### config.mk
export PLATFORM = sky130hd
export DESIGN_NAME = lose_screen_ctrl_flat
export DESIGN_NICKNAME = d
export VERILOG_FILES = /design/src/rtl/frogger_pkg.sv /design/src/rtl/lose_screen_ctrl_if.sv /design/src/rtl/lose_palette.sv /design/src/rtl/lose_screen_ctrl.sv /design/src/flat_wrapper.sv
export SDC_FILE = /design/constraint.sdc
export NUM_CORES = 1
export LEC_CHECK = 0
export BUFFER_PORTS_ARGS = -buffer_cell sky130_fd_sc_hd__buf_2
export CORE_UTILIZATION = 25
export CTS_BUF_LIST = sky130_fd_sc_hd__clkbuf_2
export CTS_CLUSTER_SIZE = 8
export DETAILED_ROUTE_END_ITERATION = 10
export GPL_TIMING_DRIVEN = 0
export SYNTH_ARGS = -nofsm -noshare
export SYNTH_HDL_FRONTEND = slang
export SYNTH_SLANG_ARGS = --single-unit
export TNS_END_PERCENT = 50
### constraint.sdc
create_clock -name Clk -period 1.88 [get_ports Clk]
set_input_delay 0 -clock Clk [delete_from_list [all_inputs] [get_ports Clk]]
set_output_delay 0 -clock Clk [all_outputs]
set_load 0.05 [all_outputs]
### src/rtl/frogger_pkg.sv
// rtl/frogger_pkg.sv - shared lose-screen constants, FSM state type and 16-colour palette
package frogger_pkg;

  typedef enum logic [1:0] {
    IDLE,
    FADE_IN,
    HOLD,
    WAIT_RESTART
  } lose_state_t;

  localparam int LOSE_W           = 224;
  localparam int LOSE_H           = 256;
  localparam int LOSE_X0          = 208;
  localparam int LOSE_Y0          = 112;
  localparam int HOLD_FRAMES      = 120;
  localparam int FADE_STEP_FRAMES = 8;

  // Index 0 is the transparent colour; the overlay never shows it.
  localparam logic [23:0] LOSE_PALETTE [16] = '{
    24'h000000, 24'hFF8040, 24'hFFFFFF, 24'hFF0000,
    24'h00FF00, 24'h0000FF, 24'hFFFF00, 24'h00FFFF,
    24'hFF00FF, 24'h808080, 24'hC0C0C0, 24'h400000,
    24'h004000, 24'h000040, 24'h804020, 24'h102030
  };

endpackage

### src/rtl/lose_screen_ctrl_if.sv
// rtl/lose_screen_ctrl_if.sv - raster, lose-image ROM and overlay pixel bundle
interface lose_screen_ctrl_if;
  logic [9:0]  DrawX;
  logic [9:0]  DrawY;
  logic [15:0] rom_addr;
  logic [3:0]  rom_data;
  logic [7:0]  Red;
  logic [7:0]  Green;
  logic [7:0]  Blue;
  logic        overlay_valid;

  modport master (
    output DrawX, DrawY, rom_data,
    input  rom_addr, Red, Green, Blue, overlay_valid
  );

  modport slave (
    input  DrawX, DrawY, rom_data,
    output rom_addr, Red, Green, Blue, overlay_valid
  );
endinterface

### src/rtl/lose_palette.sv
// rtl/lose_palette.sv - combinational 4-bit palette index to 24-bit RGB lookup
module lose_palette
  import frogger_pkg::*;
(
  input  logic [3:0]  index,
  output logic [23:0] rgb
);
  assign rgb = LOSE_PALETTE[index];
endmodule

### src/rtl/lose_screen_ctrl.sv
// rtl/lose_screen_ctrl.sv - lose-screen FSM and 2-stage overlay pipeline; LOSE_FADE_EN enables the fade-in
module lose_screen_ctrl
  import frogger_pkg::*;
(
  input  logic               Clk,
  input  logic               Reset_n,
  input  logic               game_over,
  input  logic               frame_start,
  input  logic               restart_key,
  output logic               restart_done,
  lose_screen_ctrl_if.slave  vid
);

  lose_state_t state;
  logic [6:0]  hold_cnt;
  logic [1:0]  fade_level;
  logic [1:0]  eff_fade;
  logic [1:0]  shift;

`ifdef LOSE_FADE_EN
  logic [2:0]  fade_cnt;
`else
  assign fade_level = 2'd3;
`endif

  always_ff @(posedge Clk or negedge Reset_n) begin
    if (!Reset_n) begin
      state        <= IDLE;
      hold_cnt     <= '0;
      restart_done <= 1'b0;
`ifdef LOSE_FADE_EN
      fade_level   <= '0;
      fade_cnt     <= '0;
`endif
    end else begin
      restart_done <= 1'b0;
      case (state)
        IDLE: begin
          if (frame_start && game_over) begin
            hold_cnt <= '0;
`ifdef LOSE_FADE_EN
            state      <= FADE_IN;
            fade_level <= '0;
            fade_cnt   <= '0;
`else
            state      <= HOLD;
`endif
          end
        end
`ifdef LOSE_FADE_EN
        FADE_IN: begin
          if (frame_start) begin
            if (fade_cnt == 3'(FADE_STEP_FRAMES - 1)) begin
              fade_cnt <= '0;
              if (fade_level == 2'd3) begin
                state    <= HOLD;
                hold_cnt <= '0;
              end else begin
                fade_level <= fade_level + 2'd1;
              end
            end else begin
              fade_cnt <= fade_cnt + 3'd1;
            end
          end
        end
`endif
        HOLD: begin
          if (frame_start) begin
            if (hold_cnt == 7'(HOLD_FRAMES - 1)) begin
              state <= WAIT_RESTART;
            end else begin
              hold_cnt <= hold_cnt + 7'd1;
            end
          end
        end
        WAIT_RESTART: begin
          // restart_key takes priority over any coincident frame_start
          if (restart_key) begin
            state        <= IDLE;
            restart_done <= 1'b1;
            hold_cnt     <= '0;
`ifdef LOSE_FADE_EN
            fade_level   <= '0;
`endif
          end
        end
        default: state <= IDLE;
      endcase
    end
  end

  // Stage 0: window test and ROM address
  logic       in_win;
  logic       win_d;
  logic [9:0] dx;
  logic [9:0] dy;

  assign dx = vid.DrawX - 10'(LOSE_X0);
  assign dy = vid.DrawY - 10'(LOSE_Y0);
  assign in_win = (vid.DrawX >= 10'(LOSE_X0)) && (vid.DrawX <= 10'(LOSE_X0 + LOSE_W - 1)) &&
                  (vid.DrawY >= 10'(LOSE_Y0)) && (vid.DrawY <= 10'(LOSE_Y0 + LOSE_H - 1));

  always_ff @(posedge Clk or negedge Reset_n) begin
    if (!Reset_n) begin
      vid.rom_addr <= '0;
      win_d        <= 1'b0;
    end else begin
      vid.rom_addr <= in_win ? (16'(dy) * 16'(LOSE_W) + 16'(dx)) : 16'd0;
      win_d        <= in_win;
    end
  end

  // Stage 1 -> 2: palette, fade shift, registered overlay
  logic [23:0] pal_rgb;
  logic        ov_next;

  lose_palette u_palette (
    .index (vid.rom_data),
    .rgb   (pal_rgb)
  );

  assign eff_fade = (state == FADE_IN) ? fade_level : 2'd3;
  assign shift    = 2'd3 - eff_fade;
  assign ov_next  = (state != IDLE) && win_d && (vid.rom_data != 4'd0);

  always_ff @(posedge Clk or negedge Reset_n) begin
    if (!Reset_n) begin
      vid.Red           <= '0;
      vid.Green         <= '0;
      vid.Blue          <= '0;
      vid.overlay_valid <= 1'b0;
    end else begin
      vid.overlay_valid <= ov_next;
      vid.Red           <= ov_next ? (pal_rgb[23:16] >> shift) : 8'd0;
      vid.Green         <= ov_next ? (pal_rgb[15:8]  >> shift) : 8'd0;
      vid.Blue          <= ov_next ? (pal_rgb[7:0]   >> shift) : 8'd0;
    end
  end

endmodule

### src/flat_wrapper.sv
// flat-port wrapper written by rule: the top's interface ports become plain ports
module lose_screen_ctrl_flat import frogger_pkg::*;
  (Clk, Reset_n, game_over, frame_start, restart_key, restart_done, vid_DrawX, vid_DrawY, vid_rom_data, vid_rom_addr, vid_Red, vid_Green, vid_Blue, vid_overlay_valid);
  lose_screen_ctrl_if vid_i ();
  input  logic Clk;
  input  logic Reset_n;
  input  logic game_over;
  input  logic frame_start;
  input  logic restart_key;
  output logic restart_done;
  input wire logic [$bits(vid_i.DrawX)-1:0] vid_DrawX;
  input wire logic [$bits(vid_i.DrawY)-1:0] vid_DrawY;
  input wire logic [$bits(vid_i.rom_data)-1:0] vid_rom_data;
  output wire logic [$bits(vid_i.rom_addr)-1:0] vid_rom_addr;
  output wire logic [$bits(vid_i.Red)-1:0] vid_Red;
  output wire logic [$bits(vid_i.Green)-1:0] vid_Green;
  output wire logic [$bits(vid_i.Blue)-1:0] vid_Blue;
  output wire logic [$bits(vid_i.overlay_valid)-1:0] vid_overlay_valid;
  assign vid_i.DrawX = vid_DrawX;
  assign vid_i.DrawY = vid_DrawY;
  assign vid_i.rom_data = vid_rom_data;
  assign vid_rom_addr = vid_i.rom_addr;
  assign vid_Red = vid_i.Red;
  assign vid_Green = vid_i.Green;
  assign vid_Blue = vid_i.Blue;
  assign vid_overlay_valid = vid_i.overlay_valid;
  lose_screen_ctrl u_core (.Clk(Clk), .Reset_n(Reset_n), .game_over(game_over), .frame_start(frame_start), .restart_key(restart_key), .restart_done(restart_done), .vid(vid_i));
endmodule
; ---- Word level (Yosys, flattened, before mapping)
; Memory sizes are Yosys's and may differ from the RTL's.
; Index checks and enable logic that the tools add are counted.
[op_classes]
add_sub_neg = 4
n_mul = 1
n_lt_le_gt_ge = 5
eq_ne = 8
mux = 18
bitwise = 1
n_reduce_logical = 12
[ops]
columns = operator, count
row1 = two-way mux 24 bit, 2
row2 = two-way mux 7 bit, 4
row3 = two-way mux 8 bit, 3
row4 = case mux 7 bit (3 select lines), 1
row5 = "less-or-equal comparator 10 x 9 -> 1 bit, second input constant", 2
row6 = adder 16 x 10 -> 16 bit, 1
row7 = two-way mux 16 bit, 1
row8 = "multiplier 10 x 3 -> 11 bit, second input constant", 1
row9 = ">= comparator 10 x 7 -> 1 bit, second input constant", 1
row10 = ">= comparator 10 x 8 -> 1 bit, second input constant", 1
row11 = "subtractor 10 x 7 -> 10 bit, second input constant", 1
row12 = "subtractor 10 x 8 -> 10 bit, second input constant", 1
row13 = two-way mux 2 bit, 4
row14 = "adder 7 x 1 -> 7 bit, second input constant", 1
row15 = "equality test 7 bit, second input constant", 1
row16 = logical AND 1 bit, 6
row17 = "!= test 2 bit, second input constant", 3
row18 = case mux 2 bit (3 select lines), 1
row19 = ">= comparator 5 bit, second input constant", 1
row20 = inverter 4 -> 5 bit, 1
row21 = AND reduction 5 bit, 1
row22 = "equality test 2 bit, second input constant", 2
row23 = "!= test 2 x 1 -> 1 bit, second input constant", 2
row24 = AND reduction 4 bit, 1
row25 = other kinds (5), 6
[totals]
regBits = 52
mem_bits_ro = 384
in_bits = 29
elab_cells = 59
mem_count = 1
[mem_list]
columns = memory, words, word_bits, read_ports, rd_clocked_by_memory_dff, write_ports, line
row1 = (name not given), 16, 24, 1, 0, 0, lose_palette.sv:8  ; assign rgb = LOSE_PALETTE[index];

; ---- Longest topological paths before layout
; Gate-level depths: netlist of the first run.
[depth]
ltp_word = 5
depth_mapped = 12
ltp_nobuf = 12

; ---- By module
; From an unflattened synthesis of the first run, not the netlist that was laid out.
[hier_totals]
cells_unflattened = 332
hier_area_um2 = 3331.9
[by_module_without_submodules]
columns = module, n_inst, cells_per_inst, area_each_um2, seq_area_each_um2
row1 = lose_screen_ctrl, 1, 275, 2914.0, 1301.2
row2 = lose_palette, 1, 57, 417.9, 0.0

; ---- Least setup slack after synthesis of the first run
; No wires, ideal clock.
[synth_path]
kind = input to register
from = in vid_DrawY[0]
to = reg u_core.vid.rom_addr[14]
setup_time_ps = 77
arrival_ps = 2689
required_ps = 1803
slack_ps = -886
stages = 11
n_path_buf = 0
cell_sequence = fa_1 ha_1 inv_1 fa_1 xnor2_1 ha_1 nand2_1 o21ai_0 inv_1 or4_1 a21oi_1
[synth_between]
elab_chain_len = 4
word_cells_on_any_way = 8
classes_between = add/sub: 2 / mul: 1 / order compare: 2 / mux: 1 / reduce/logical: 2
[synth_rtl]
columns = item, line
row1 = from (decl), flat_wrapper.sv:12  ; input wire logic [$bits(vid_i.DrawY)-1:0] vid_DrawY;
row2 = subtractor 10 x 7 -> 10 bit or >= comparator 10 x 7 -> 1 bit (tied branches), "lose_screen_ctrl.sv:99, lose_screen_ctrl.sv:101"
row3 = multiplier 10 x 3 -> 11 bit or logical AND 1 bit (tied branches), "lose_screen_ctrl.sv:108, lose_screen_ctrl.sv:100"
row4 = adder 16 x 10 -> 16 bit or logical AND 1 bit (tied branches), "lose_screen_ctrl.sv:108, lose_screen_ctrl.sv:101"
row5 = two-way mux 16 bit *, lose_screen_ctrl.sv:108  ; vid.rom_addr <= in_win ? (16'(dy) * 16'(LOSE_W) + 16'(dx)) : 16'd0;
row6 = to (signal assigned), lose_screen_ctrl.sv:108
row7 = to (decl), lose_screen_ctrl_if.sv:19  ; output rom_addr, Red, Green, Blue, overlay_valid
; Mark *: on every way between the ends. The rest lies on a longest branch, timed or not.
; A chain may end at the register's enable or synchronous reset.

; ---- Worst setup path in the final report of the first run
[layout_path]
from = in vid_DrawY[1]
to = reg u_core.vid.rom_addr[14]
; Same word-level chain as after synthesis.

==> results of run 1 <==
[final timing paths]
kind | cells after the start | from | to | slack [ps]
hold / removal | 5 | vid_rom_data[3] | u_core.vid.Red[6] | 150
min in group asynchronous | 2 | Reset_n | u_core.vid.Blue[6] | 180
hold reg to reg | 1 | u_core.hold_cnt[0] | u_core.hold_cnt[0] | 570
setup reg to reg | 6 | u_core.hold_cnt[0] | u_core.hold_cnt[0] | -10
max in group asynchronous | 2 | Reset_n | u_core.hold_cnt[1] | 1130
setup / recovery | 12 | vid_DrawY[1] | u_core.vid.rom_addr[14] | -390
[area by class of cell]
class                           instances  area (um^2)  area share [%]
Sequential cell                        41         1030            24.3
Multi-Input combinational cell        229         2070            49.1
Antenna cell                            1         2.50          0.0593
Tap cell                              143          179            4.24
Timing Repair Buffer                  101          666            15.8
Clock inverter                          3         46.3            1.10
Buffer                                 18          118            2.79
Inverter                               22         82.6            1.96
Clock buffer                            5         25.0           0.593
[sequential cells by signal, summed over array words and instances, names as in the netlist]
name / count
u_core.hold_cnt: 7
u_core.restart_done: 1
u_core.state: 2
u_core.vid.Blue: 5
u_core.vid.Green: 4
u_core.vid.Red: 4
u_core.vid.overlay_valid: 1
u_core.vid.rom_addr: 16
u_core.win_d: 1
[report_power, final]
group,switching (W),internal (W)
Clock,0.000310,0.000227
Sequential,0.0000728,0.000954
Combinational,0.000986,0.000954
Total,0.00137,0.00214
[critical path, cell delays in order]
cell     delay, ps
buf_8          100
fa_1           540
ha_2           190
inv_2           40
fa_2           360
xnor2_2        160
ha_4           310
nand2_4         60
o21ai_4        150
inv_2           50
or4_4          510
a21oi_2        140
[synthesized netlist by cell type (2+ instances only)]
master / instances / area, um^2
dfrtp_1: 41 / 1030
ha_1: 31 / 388
nor2_1: 28 / 105
a21oi_1: 23 / 115
xnor2_1: 23 / 201
inv_1: 22 / 82.6
nand2_1: 15 / 56.3
buf_4: 11 / 82.6
nand2b_1: 10 / 62.6
nand3_1: 10 / 50.1
and2_1: 8 / 50.1
o21ai_0: 8 / 40.0
a21o_1: 7 / 52.6
a211oi_1: 6 / 45.0
clkbuf_1: 6 / 22.5
fa_1: 6 / 120
xor2_1: 5 / 43.8
a31oi_1: 4 / 25.0
and3_1: 3 / 18.8
nand3b_1: 3 / 22.5
o21bai_1: 3 / 22.5
and4b_1: 2 / 20.0
mux2i_1: 2 / 20.0
nand4_1: 2 / 12.5
nor2b_1: 2 / 12.5
o22ai_1: 2 / 12.5
o311ai_1: 2 / 17.5
o41ai_1: 2 / 17.5
[timing repair]
item / CTS / global route
resized for setup: 36 / 23
endpoints found under the hold margin: 57 / 0
hold buffers: 14 / 0
pin swaps: 21 / 12
setup endpoints to repair: 10 / 18
buffers inserted: 13 / 7
[kinds of logic (layout without fill, tap and decap cells)]
family / after synthesis / in the layout / share of synthesized area [%]
AO/OA/AOI/OAI: 67 / 67 / 14.8
adder cells (fa/ha/maj): 37 / 37 / 17.2
AND/OR/NAND/NOR: 93 / 93 / 16.7
other: 0 / 1 / 0
XOR/XNOR: 29 / 29 / 8.83
flip-flops: 41 / 41 / 34.7
multiplexers: 3 / 3 / 1.06
buffers and inverters: 41 / 149 / 6.89
[metal layers]
metal | routed length (um) | up-vias
met3 | 267 | 13
met4 | 182 | 0
met2 | 3770 | 68
li1 | - | 1271
met5 | 0 | -
met1 | 2960 | 1227
[stage by stage]
step	util [%]	hold slack, ps
2_1_floorplan	-	-296
3_3_place_gp	30.6	176
3_5_place_dp	30.6	176
4_1_cts	35.3	86.1
5_1_grt	36.8	124
6_report	36.8	150
==> impl_metrics.toml, run 1 <==
[routing]
drc = 0
vias_per_cell = 4.58
vias = 2579
ant_nets = 0
first_iter_violations = 105
drt_wl_total_um = 7170
post_drt_wl_per_cell_um = 12.7
dr.pass1.iters = 4

[yosys]
synth_enable_flop_cells = 0
yosysWarnings = 0
ys.flop_type = "dfrtp_1"
ys_types = 52
synth_area_um2 = 2960
ys_ff_latch = 41
netlist_instances = 311
synth_fp_nets = 377
postSynthAreaPerCell_um2 = 9.52
seq_area_frac_synth_pct = 34.7
async_flop_share_pct = 100

[grt]
antenna_found_initial = 1
grt.overflow.total = 0
grt_pass1_vias = 2537
grtUsageTotal_pct = 11.4
busiest_layer = "met2"
use_met2_pct = 21.0
met3_usage_pct = 1.64
grt_use_met1_pct = 13.3
grt_pass1_wl_um = 11600
grt_max_degree = 42

[timing]
timing.final.crit_share_pct = 121
rsz0062_at_grt = "true"
worst_pin_slew_ps = 874
slew_headroom_pct = 41.7
finalHoldViolations = 0
skew_ps = 34.8
timing.fmax_mhz = 441
tns_ps = -2020
setup_viol = 10
setup_slack_ps = -386
layout_min_cycle_time_ps = 2270
final_max_slew_viol_count = 0

[power_and_ir_drop]
ir_worst_vdd_v = 0.000340
power_w = 0.00350
p_per_area_nw_per_um2 = 831
leakage_nw = 2.07

[place]
placed_cell_area_um2 = 3510
dp_slack_ps = -1100
place_congestion = 0.774
portBuffers = 67
post-place-cells = 521
hpwl_um = 4970

[die]
dieArea_um2 = 12300
die_w_um = 111
fp.dieH_um = 111
core_area_um2 = 11500
initial_core_util_pct = 25.8
io_pins = 71
row_count = 39

[clock_network]
cts_tree = "done"
worstSkewPairLatency_ps = 420
clkSlewWorstSetupHoldPaths_ps = 210
cts.sinks = 41
clockBufferDepth = 2
root_buffer = "clkbuf_2"
h-tree-depth = 2
cts_buffers = 5

[cells_and_area]
fillers = 1138
syn_to_final_growth_pct = 42.4
drive_gt1_share_pct = 38.9
fin_nets = 484
final_common_cell = "buf_2"
design_area_um2 = 4220
fin_cells = 563
mostFrequentLayoutCells = "62 x buf_2, 41 x dfrtp_1, 31 x buf_4, 28 x nor2_1, 22 x ha_1"

[worst_setup_path]
required_ps = 2230
end_kind = "flip-flop"
criticalPathCategory = "input port to flip-flop"
cp_max_fo = 4
arrival_ps = 2610
startpoint_type = "input port"

[outcome]
status = "finished with violations"
failed_checks = "setup timing"

[run]
maxCapViolCount = 0

[worst_hold_path]
hold_class = "input port to flip-flop"
Note: power is estimated with default switching activity, not from simulation.
==> inputs of run 2 (changes only) <==
- CORE_UTILIZATION: 25 -> 52
- PLACE_DENSITY: default -> 0.8
- SYNTH_HIERARCHICAL: default -> 1
==> run 2 against run 1 <==
Net effect:
- the run still ends with setup timing left
- count of clock-buffer cells in the layout stayed put
- clock power grew 5.0%
- fmax is 2.3% lower
- die area shrank 45%
- combinational power is 4% lower
- clock skew fell by 16 ps
- hold slack worse by 61 ps
- final area rose by 4.9%
- critical path type unchanged
- critical endpoint is now u_core/vid.rom_addr[12]
- largest power group unchanged
- highest routed layer unchanged
==> impl_metrics.toml, run 2 <==
[outcome]
status = "finished with violations"
failed_checks = "setup timing"

[worst_setup_path]
end_kind = "flip-flop"
criticalPathCategory = "input port to flip-flop"
path_cells = "buf_8, fa_1, ha_2, inv_2, fa_2, xnor2_2, ha_1, a21oi_2, o21ai_4, nand3_1, mux2i_1, mux2i_1"
arrival_ps = 2680
slowest_stage = "fa_1"
max_stage_delay_ps = 540
required_ps = 2240
cpMostUsedCell = "mux2i_1"
startpoint_type = "input port"
cp_max_fo = 3

[clock_network]
cts_tree = "done"
h-tree-depth = 2
worstSkewPairLatency_ps = 430
clockBufferDepth = 2
cts_buffers = 5
root_buffer = "clkbuf_2"
cts.sinks = 52
clkSlewWorstSetupHoldPaths_ps = 240

[die]
row_count = 28
fp.dieH_um = 82.0
dieArea_um2 = 6730
io_pins = 71
die_w_um = 82.0
core_area_um2 = 6060
initial_core_util_pct = 55.0

[routing]
first_iter_violations = 200
post_drt_wl_per_cell_um = 14.9
dr.pass1.iters = 4
drt_wl_total_um = 7710
drc = 0
ant_nets = 0
vias_per_cell = 5.33
vias = 2760

[power_and_ir_drop]
ir_worst_vdd_v = 0.000527
p_per_area_nw_per_um2 = 833
leakage_nw = 2.32
power_w = 0.00369

[grt]
grt.overflow.total = 0
antenna_found_initial = 0
grtUsageTotal_pct = 24.2
grt_pass1_wl_um = 12200
grt_max_degree = 53
grt_pass1_vias = 2731

[yosys]
yosysMostFrequentCell = "dfrtp_1"
netlist_instances = 332
ys_ff_latch = 52
yosysWarnings = 6
ys_types = 55
synth_enable_flop_cells = 0
synth_top_area_share_pct = 39.1
synth_area_leaders = "dfrtp_1 39%, ha_1 11%, and2_1 5.6%"
synth_area_um2 = 3330
postSynthAreaPerCell_um2 = 10.0
async_flop_share_pct = 100
synth_largest_area_cell = "dfrtp_1"
seq_area_frac_synth_pct = 39.1
ys.flop_type = "dfrtp_1"
synth_fp_nets = 397
netlist_top_cells_count = "52 x dfrtp_1, 30 x and2_1, 30 x ha_1, 24 x nor2_1, 21 x inv_1"

[timing]
finalHoldViolations = 0
setup_slack_ps = -440
timing.final.crit_share_pct = 123
final_max_slew_viol_count = 0
tns_ps = -1740
timing.fmax_mhz = 431
setup_viol = 7
rsz0062_at_grt = "true"
slew_headroom_pct = 27.0
skew_ps = 19.2
worst_pin_slew_ps = 1100
layout_min_cycle_time_ps = 2320

[place]
place_congestion = 0.872
post-place-cells = 477
hpwl_um = 4900
portBuffers = 70

[cells_and_area]
largest_reg_flops = 16
drive_gt1_share_pct = 36.8
regMostFlops = "u_core/vid.rom_addr"
fin_nets = 507
final_util_pct = 73.0
syn_to_final_growth_pct = 32.7
n_antenna_cell = 0
mostFrequentLayoutCells = "65 x buf_2, 52 x dfrtp_1, 31 x buf_4, 30 x and2_1, 24 x ha_1"
final_common_cell = "buf_2"
fin_cells = 518

[worst_hold_path]
hold_class = "input port to flip-flop"

[run]
maxCapViolCount = 0
-- run 2: changes by cell type after synthesis, sizes merged, moves of 8 or more --
cell and delta:
a21oi -9, dfrtp +11, nand2b -8, and2 +22
-- run 2: worst paths after layout --
check | cells past startpoint | start | to | slack [ps]
worst max-delay path | 12 | vid_DrawY[1] | u_core/vid.rom_addr[12] | -440
worst min-delay path | 5 | vid_DrawY[9] | u_core/vid.rom_addr[12] | 90
worst max register to register | 6 | u_core/state[0] | u_core/hold_cnt[6] | 160
worst min register to register | 2 | u_core/hold_cnt[1] | u_core/hold_cnt[1] | 580
max in group asynchronous | 2 | Reset_n | u_core/vid.Blue[7] | 930
min in group asynchronous | 2 | Reset_n | u_core/vid.rom_addr[0] | 270
-- run 2: kinds of logic (layout without fill, tap and decap cells) --
family | count (synthesis) | count (layout) | share of synthesized area [%]
and+or+nand+nor | 114 | 114 | 18.9
DFF | 52 | 52 | 39.1
AOI/OAI and AO/OA | 51 | 51 | 9.88
buffers and inverters | 40 | 151 | 6.57
adders and majority gates | 36 | 36 | 14.9
xor gates and xnor gates | 29 | 29 | 7.62
muxes | 10 | 10 | 3.12
-- run 2: power breakdown --
group / switching, W / internal, W
logic: 0.000985 / 0.000872
clock network: 0.000342 / 0.000222
registers: 0.0000626 / 0.00120
total: 0.00139 / 0.00230
-- run 2: through the flow --
stage / hold slack, ps / worst slack (ps) / instance area (um^2)
3_5_place_dp: 225 / -1020 / 3810
3_3_place_gp: 219 / -900 / 3810
4_1_cts: 7.77 / -295 / 4330
2_1_floorplan: -296 / -608 / 3360
6_report: 89.2 / -440 / 4420
5_1_grt: 67.1 / -496 / 4420
-- run 2: repair_timing --
item / in CTS / in global routing
hold buffers: 11 / 1
pin swaps: 22 / 12
resized for setup: 37 / 15
endpoints found under the setup margin: 6 / 10
buffers inserted: 18 / 3
endpoints found under the hold margin: 63 / 1
-- run 2: layer usage --
layer  share of wire, %  track usage, %  wire length [um]
met1                 41            27.7              3170
met2                 53            44.0              4100
met3                2.6            3.33               197
met4                3.1            11.8               239
met5                  0               0                 0
-- run 2: critical path, delay by kind of cell --
family	cells	cell delay, ps
xor+xnor	1	140
compound gates	2	300
fa+ha+maj	4	1430
mux	2	500
simple gates	1	130
buf+inv	2	140
-- run 2: layout make-up --
class	instances	area [um^2]
Clock inverter	3	42.5
Multi-Input combinational cell	240	2070
Inverter	23	87.6
Timing Repair Buffer	103	671
Tap cell	75	93.8
Fill cell	409	1640
Sequential cell	52	1300
Clock buffer	5	25.0
Buffer	17	131
